--- src/rtl/sample_feeder_if.sv ---
// sample_feeder_if: valid/ready sample stream into the feeder.
interface sample_feeder_if #(parameter int BITS_PER_ELEM = 8);
  logic signed [BITS_PER_ELEM-1:0] s_data;
  logic s_valid;
  logic s_ready;
  modport master(output s_data, output s_valid, input s_ready);
  modport slave(input s_data, input s_valid, output s_ready);
endinterface

--- src/rtl/sample_feeder.sv ---
// sample_feeder: buffers samples and strobes them out at a fixed period with setup/high/low framing.
module sample_feeder #(
  parameter int BITS_PER_ELEM = 8,
  parameter int FIFO_DEPTH = 8,
  parameter int SETUP_CYCLES = 1,
  parameter int HIGH_CYCLES = 2
) (
  input  logic clk,
  input  logic rst,
  sample_feeder_if.slave s,
  input  logic i_enable,
  input  logic [15:0] i_period,
  output logic signed [BITS_PER_ELEM-1:0] o_value,
  output logic o_data_clk,
  output logic [$clog2(FIFO_DEPTH):0] o_fifo_level,
  output logic o_underrun,
  output logic [7:0] o_underrun_count
);
  localparam int AW = $clog2(FIFO_DEPTH);
  localparam logic [1:0] IDLE = 2'd0, SETUP = 2'd1, HIGH = 2'd2, LOW = 2'd3;
  localparam logic [15:0] SETUP_END = 16'(SETUP_CYCLES - 1);
  localparam logic [15:0] HIGH_END = 16'(SETUP_CYCLES + HIGH_CYCLES - 1);
  localparam logic [15:0] MIN_P = 16'(SETUP_CYCLES + HIGH_CYCLES + 1);
  logic [1:0] state;
  logic [15:0] cnt, period;
  logic [AW-1:0] wr_ptr, rd_ptr;
  logic signed [BITS_PER_ELEM-1:0] mem [FIFO_DEPTH];
  logic push, pop, avail, frame_end, underrun;
  assign s.s_ready = o_fifo_level < (AW+1)'(FIFO_DEPTH);
  assign push = s.s_valid && s.s_ready;
  assign avail = o_fifo_level != '0;
  // cnt runs from the pop edge, so one frame is exactly period cycles pop-to-pop
  assign frame_end = state == LOW && cnt == period - 16'd1;
  assign pop = i_enable && avail && (state == IDLE || frame_end);
  assign underrun = frame_end && i_enable && !avail;
  always_ff @(posedge clk)
    if (push) mem[wr_ptr] <= s.s_data;
  always_ff @(posedge clk) begin
    if (rst) begin
      state <= IDLE;
      cnt <= '0;
      period <= MIN_P;
      wr_ptr <= '0;
      rd_ptr <= '0;
      o_fifo_level <= '0;
      o_value <= '0;
      o_data_clk <= 1'b0;
      o_underrun <= 1'b0;
      o_underrun_count <= '0;
    end else begin
      o_underrun <= underrun;
      o_underrun_count <= o_underrun_count + 8'(underrun && o_underrun_count != 8'hFF);
      if (push) wr_ptr <= wr_ptr + AW'(1);
      if (pop) begin
        rd_ptr <= rd_ptr + AW'(1);
        o_value <= mem[rd_ptr];
      end
      o_fifo_level <= o_fifo_level + (AW+1)'(push) - (AW+1)'(pop);
      cnt <= pop ? '0 : state == IDLE ? cnt : cnt + 16'd1;
      if (pop) begin
        state <= SETUP;
        period <= i_period < MIN_P ? MIN_P : i_period;
      end else if (state == SETUP && cnt == SETUP_END) begin
        state <= HIGH;
        o_data_clk <= 1'b1;
      end else if (state == HIGH && cnt == HIGH_END) begin
        state <= LOW;
        o_data_clk <= 1'b0;
      end else if (frame_end) begin
        state <= IDLE;
      end
    end
  end
endmodule

--- src/flat_wrapper.sv ---
// flat-port wrapper written by rule: the top's interface ports become plain ports
module sample_feeder_flat 
#(
  parameter int BITS_PER_ELEM = 8,
  parameter int FIFO_DEPTH = 8,
  parameter int SETUP_CYCLES = 1,
  parameter int HIGH_CYCLES = 2
)
  (clk, rst, i_enable, i_period, o_value, o_data_clk, o_fifo_level, o_underrun, o_underrun_count, s_s_data, s_s_valid, s_s_ready);
  sample_feeder_if #(.BITS_PER_ELEM(BITS_PER_ELEM)) s_i ();
  input  logic clk;
  input  logic rst;
  input  logic i_enable;
  input  logic [15:0] i_period;
  output logic signed [BITS_PER_ELEM-1:0] o_value;
  output logic o_data_clk;
  output logic [$clog2(FIFO_DEPTH):0] o_fifo_level;
  output logic o_underrun;
  output logic [7:0] o_underrun_count;
  input wire logic [$bits(s_i.s_data)-1:0] s_s_data;
  input wire logic [$bits(s_i.s_valid)-1:0] s_s_valid;
  output wire logic [$bits(s_i.s_ready)-1:0] s_s_ready;
  assign s_i.s_data = s_s_data;
  assign s_i.s_valid = s_s_valid;
  assign s_s_ready = s_i.s_ready;
  sample_feeder #(.BITS_PER_ELEM(BITS_PER_ELEM), .FIFO_DEPTH(FIFO_DEPTH), .SETUP_CYCLES(SETUP_CYCLES), .HIGH_CYCLES(HIGH_CYCLES)) u_core (.clk(clk), .rst(rst), .s(s_i), .i_enable(i_enable), .i_period(i_period), .o_value(o_value), .o_data_clk(o_data_clk), .o_fifo_level(o_fifo_level), .o_underrun(o_underrun), .o_underrun_count(o_underrun_count));
endmodule
--- config.mk ---
export PLATFORM = sky130hd
export DESIGN_NAME = sample_feeder_flat
export DESIGN_NICKNAME = d
export VERILOG_FILES = /design/src/rtl/sample_feeder_if.sv /design/src/rtl/sample_feeder.sv /design/src/flat_wrapper.sv
export SDC_FILE = /design/constraint.sdc
export NUM_CORES = 1
export LEC_CHECK = 0
export ABC_CLOCK_PERIOD_IN_PS = 6000
export CAP_MARGIN = 20
export CELL_PAD_IN_SITES_DETAIL_PLACEMENT = 0
export CELL_PAD_IN_SITES_GLOBAL_PLACEMENT = 1
export CORE_ASPECT_RATIO = 0.6
export CORE_MARGIN = 5
export CORE_UTILIZATION = 50
export DETAILED_ROUTE_END_ITERATION = 16
export PLACE_DENSITY_LB_ADDON = 0.1
export SKIP_LAST_GASP = 1
export SYNTH_ARGS = -nofsm -noshare
export SYNTH_HDL_FRONTEND = slang
export SYNTH_SLANG_ARGS = --single-unit
--- constraint.sdc ---
create_clock -name clk -period 6 [get_ports clk]
set_input_delay 1.2 -clock clk [delete_from_list [all_inputs] [get_ports clk]]
set_output_delay 1.2 -clock clk [all_outputs]
set_load 0.02 [all_outputs]
# == Yosys cells after proc, flatten, opt, wreduce, memory -nomap -nowiden ==
# Memories as Yosys holds them, arrays and structs flattened. A register that Yosys moved wholly into a read port is not among the register bits.
# Index checks and enable logic that the tools add are counted.
# W data, S select, Z words.
# word_totals
ff_bits,54
ramBits,64
memories,1
# op_classes
n_addsub,7
magnitude_cmp,2
n_eq_ne,6
n_mux,9
bitwise,1
reduce_logical,19
# mem_list
name,depth,width,rd,rd_clocked_by_memory_dff,write_ports,line_no,source
u_core.mem,8,8,1,1,1,sample_feeder.sv:27,logic signed [BITS_PER_ELEM-1:0] mem [FIFO_DEPTH];
# ops
op,count
$add A16 B1 Y16 const B,1
$eq A16 B16 Y1,1
$eq A16 B2 Y1 const B,1
$logic_not A16 Y1,1
$lt A16 B3 Y1 const B,1
$mux W16,1
$sub A16 B1 Y16 const B,1
$logic_and A1 B1 Y1,9
$add A8 B1 Y8,1
$ne A8 B8 Y1 const B,1
$reduce_bool A4 Y1,2
$add A3 B1 Y3 const B,2
$mux W2,3
$mux W1,5
$add A4 B1 Y4,1
$eq A2 B2 Y1 const B,2
$lt A4 B4 Y1 const B,1
$sub A4 B1 Y4,1
$reduce_bool A3 Y1,1
$eq A2 B1 Y1 const B,1
$logic_not A2 Y1,1
$reduce_and A2 Y1,1
$reduce_bool A2 Y1,1
$reduce_or A2 Y1,1
other kinds (3),3

# == Depth between registers and ports, before layout ==
# logic_depth
depth_word,7
depth_mapped,18
ltp_nobuf,16

# == Worst setup path after synthesis ==
# OpenSTA, ideal clock, no wires.
# synth_timing
kind,register to register
from,register u_core.period[0]
to,register u_core.o_fifo_level[2]
setup_ns,0.128
t_arrival_ns,3.708
required_ns,5.872
setup_slack_ns,2.164
path_stages_with_launch,19
period_less_slack_ns,3.836
cell_sequence,dfxtp_1 -> inv_1 -> ha_1 -> or4b_1 -> clkbuf_1 -> or4_1 -> o311ai_1 -> o21ai_0 -> nor4_4 -> nor2_4 -> clkinv_2 -> buf_2 -> ha_1 -> inv_1 -> ha_1 -> inv_1 -> fa_1 -> xor2_1 -> nor2_1
# synth_via
elab_chain_cells,6
# synth_lines
item,line_no,source
start: declaration,sample_feeder.sv:25,"logic [15:0] cnt, period;"
start signal: assignment,sample_feeder.sv:62,period <= i_period < MIN_P ? MIN_P : i_period;
$sub A16 B1 Y16,sample_feeder.sv:33,assign frame_end = state == LOW && cnt == period - 16'd1;
$eq A16 B16 Y1,sample_feeder.sv:33,
$logic_and A1 B1 Y1,sample_feeder.sv:33,
$logic_or A1 B1 Y1,sample_feeder.sv:34,assign pop = i_enable && avail && (state == IDLE || frame_end);
$logic_and A1 B1 Y1,sample_feeder.sv:34,
net u_core.pop,sample_feeder.sv:28,"logic push, pop, avail, frame_end, underrun;"
$sub A4 B1 Y4,sample_feeder.sv:58,o_fifo_level <= o_fifo_level + (AW+1)'(push) - (AW+1)'(pop);
end signal: assignment,sample_feeder.sv:58,
end: declaration,sample_feeder.sv:15,"output logic [$clog2(FIFO_DEPTH):0] o_fifo_level,"
# The timed path passes the listed nets, and every way through them passes these cells.
# A chain may end at the register's enable or synchronous reset.

# == Worst setup path in the final report ==
# layout_timing
from,register u_core.period[0]
to,register u_core.o_fifo_level[3]
# layout_via
elab_chain_cells,6
# layout_lines
item,line_no
$sub A16 B1 Y16,sample_feeder.sv:33
$eq A16 B16 Y1,sample_feeder.sv:33
$logic_and A1 B1 Y1,sample_feeder.sv:33
$logic_or A1 B1 Y1,sample_feeder.sv:34
$logic_and A1 B1 Y1,sample_feeder.sv:34
$sub A4 B1 Y4,sample_feeder.sv:58
# Every way passes these cells.

==> summary.md <==
| Metric | Value |
|---|---|
| Postcts setup bufs | 0 |
| Comb pwr share | 26.9% |
| Clock root cell | clkbuf_16 |
| Unrepaired setup endpoints after global routing | false |
| Yosys warnings | 0 |
| Die extent in x | 150 µm |
| Sw frac | 32.2% |
| Area delta synth->final | 20.6% |
| Remaining DRCs | 0 |
| Port Buf Inserts | 50 |
| Final Skew | 0.00833 ns |
| Routed WL | 14400 µm |
| Core Area | 11400 µm² |
| DRT Pass-1 Iters | 7 |
| TritonCTS clock tree | built |
| Internal power | 2.00 mW |
| Power share of the clock group | 35.7% |
| Die Y | 94.3 µm |
| Hold Path Class | reg2reg |
| Distinct cells, synth | 66 |
| Crit path max fanout | 27 |
| GRT Total Usage | 21.5% |
| Reg clk slew, reported paths | 0.06 ns |
| Routed Antenna Nets | 0 |
| Synthesized cell area | 5920 µm² |
| Commonest cells in the netlist | 64 x edfxtp_1, 62 x dfxtp_1, 33 x nor3_1, 29 x nand3_1, 28 x nor2_1 |
| Period minus WS final | 4.56 ns |
| Cell count after synthesis | 510 |
| Register bit total from synthesis | 126 |
| Met3 wire len | 1070 µm |
| Critical path class | reg2reg |
| Hold Violations, Final | 0 |
| Crit path launch type | flip-flop |
| Via count | 4242 |
| Count leader, synth | edfxtp_1 |
| Critical Path RT | 6.27 ns |
| Htree depth | 4 |
| DP Wirelength | 10200 µm |
| Mean post-synth cell area | 11.6 µm² |
| Vias in the first global route | 4069 |
| Area share of the largest cell type after synthesis | 32.5% |
| Final instance area | 7140 µm² |
| GRT overflow | 0 |
| Fin Setup TNS | 0 ns |
| Skew-Pair Late Insertion Delay | 0.41 ns |
| Routability-driven placement congestion ratio | 0.943 |
| CTS buffer count | 17 |
| Worst-Margin Slew | 0.970 ns |
| Fmax | 0.219 GHz |
| Async set-reset flop share out of synthesis | 0% |
| Met1 WL | 7380 µm |
| Arr. time, crit path | 4.83 ns |
| Antenna diode count | 0 |
| Worst Hold Depth | 2 |
| Element type at the critical path end | flip-flop |
| EDFF count, synth | 64 |
| Status | finished clean |
| Nets | 595 |
| Power per cell area | 412 nW/µm² |
| Primary FF master, synth | edfxtp_1 |
| Final Setup Violations | 0 |
| Post-DP Area | 6530 µm² |
| Initial Utilization | 51.7% |
| Clock Tree Buf Depth | 2 |
| Post-placement setup slack | 1.51 ns |
| Max Slew Vio Count | 0 |
| Non-filler instance count after layout | 726 |
| First-pass GRT wire length | 22900 µm |
| Worst R2R Setup Slack | 1.44 ns |
| Layout cells sized above 1 | 14.0% |
| Sequential share of the synthesized area | 53.4% |
| Max VDD drop | 0.000212 V |
| Die area | 14200 µm² |
| Hold Worst Slack | 0.485 ns |
| Num rows | 30 |
| Largest net degree at the start of global routing | 65 |
| Setup WS post-layout | 1.44 ns |
| Syn_nets | 552 |
| Seq pwr share | 37.4% |
| Post-layout util | 62.4% |
| Period utilisation layout | 75.9% |
| Slew headroom | 35.0% |
| Met2 Routed Length | 5800 µm |
| Clock sink count | 126 |
| R2R cell count | 17 |
| Total power draw | 2.94 mW |
| Post_cts resized | 0 |
| Max_cap viols | 0 |
| DR WL/cell | 19.8 µm |
| Largest cells by area after synthesis | edfxtp_1 32%, dfxtp_1 21%, mux4_2 6.1% |
| Pleak | 2.46 nW |
| Highest Signal Layer | met4 |
| P_sw | 949 µW |
| IO Count | 51 |
| Iteration-0 DRC Markers | 404 |
| Via/cell ratio | 5.84 |
| Initial antenna violation count | 0 |
| Placed cells | 694 |
| Cell taking the most area after synthesis | edfxtp_1 |
| Hold_buf cts | 0 |
path summary, 6_finish.rpt:
check / from / to
worst min register to register: u_core.o_data_clk / u_core.o_data_clk
worst max-delay path: u_core.period[0] / u_core.o_fifo_level[3]
worst max register to register: u_core.period[0] / u_core.o_fifo_level[3]
worst min-delay path: u_core.o_data_clk / u_core.o_data_clk
worst max-delay path, cell delays in order (launching register included):
cell and delay (ns):
dfxtp_1 0.36, inv_1 0.11, ha_1 0.22, or4b_1 0.59
or2_1 0.28, o311ai_1 0.46, o21ai_0 0.27, nor4_4 0.19
buf_4 0.32, nor2_4 0.12, clkinv_2 0.34, ha_1 0.28
inv_1 0.06, ha_1 0.26, a21o_1 0.18, a21oi_1 0.17
xnor2_1 0.15, nor2_1 0.05
layout by cell type (no fill, tap or decap), drive strengths merged, types with 6 or more instances in the layout:
cell type	count
dfxtp	62
mux2i	10
xnor2	16
clkdlybuf4s50	49
mux4	16
nor4	15
nor2	29
ha	13
a211oi	8
nand3	29
o21ai	19
edfxtp	64
and3	6
clkinv	6
or4	8
nor3	34
nand2	24
nand4	6
clkbuf	17
buf	6
nor2b	10
xor2	24
inv	20
a21oi	20
metal layers:
metal	vias up	global-route usage [%]
met5	-	0
met4	0	4.19
met3	13	6.22
met2	147	29.0
met1	2079	33.8
li1	2003	-
area by class of cell:
| type | count | area, µm² |
|---|---|---|
| clock buffer | 17 | 425 |
| clock inverter | 15 | 185 |
| fill | 886 | 4310 |
| inverter | 16 | 61.3 |
| multi-input combinational | 337 | 2570 |
| sequential | 126 | 3160 |
| tap | 160 | 200 |
| timing repair buffer | 55 | 533 |
kinds of logic (layout without fill, tap and decap cells):
family,after synthesis,count (layout),synth area share [%]
fa+ha+maj,14,14,3.09
buf+inv,47,103,3.51
compound gates,71,71,8.75
mux,27,27,7.97
simple gates,185,185,17.4
xor+xnor,40,40,5.92
flops,126,126,53.4
registers in the layout, indices dropped and copies added, names as in the netlist:
name / flops
u_core.cnt: 16
u_core.mem: 64
u_core.o_data_clk: 1
u_core.o_fifo_level: 4
u_core.o_underrun: 1
u_core.o_underrun_count: 8
u_core.o_value: 8
u_core.period: 16
u_core.rd_ptr: 3
u_core.state: 2
u_core.wr_ptr: 3
power groups by stage:
| stage | Sequential [mW] | Clock [mW] | Combinational [mW] |
|---|---|---|---|
| final | 1.10 | 1.05 | 0.792 |
| after global routing | 1.12 | 1.11 | 0.864 |
| after CTS | 1.10 | 1.07 | 0.792 |
| after detailed placement | 1.12 | 0 | 0.786 |
| after global placement | 1.11 | 0 | 0.776 |
| after floorplan | 1.10 | 0 | 0.554 |
(Power assumes the default switching activity.)
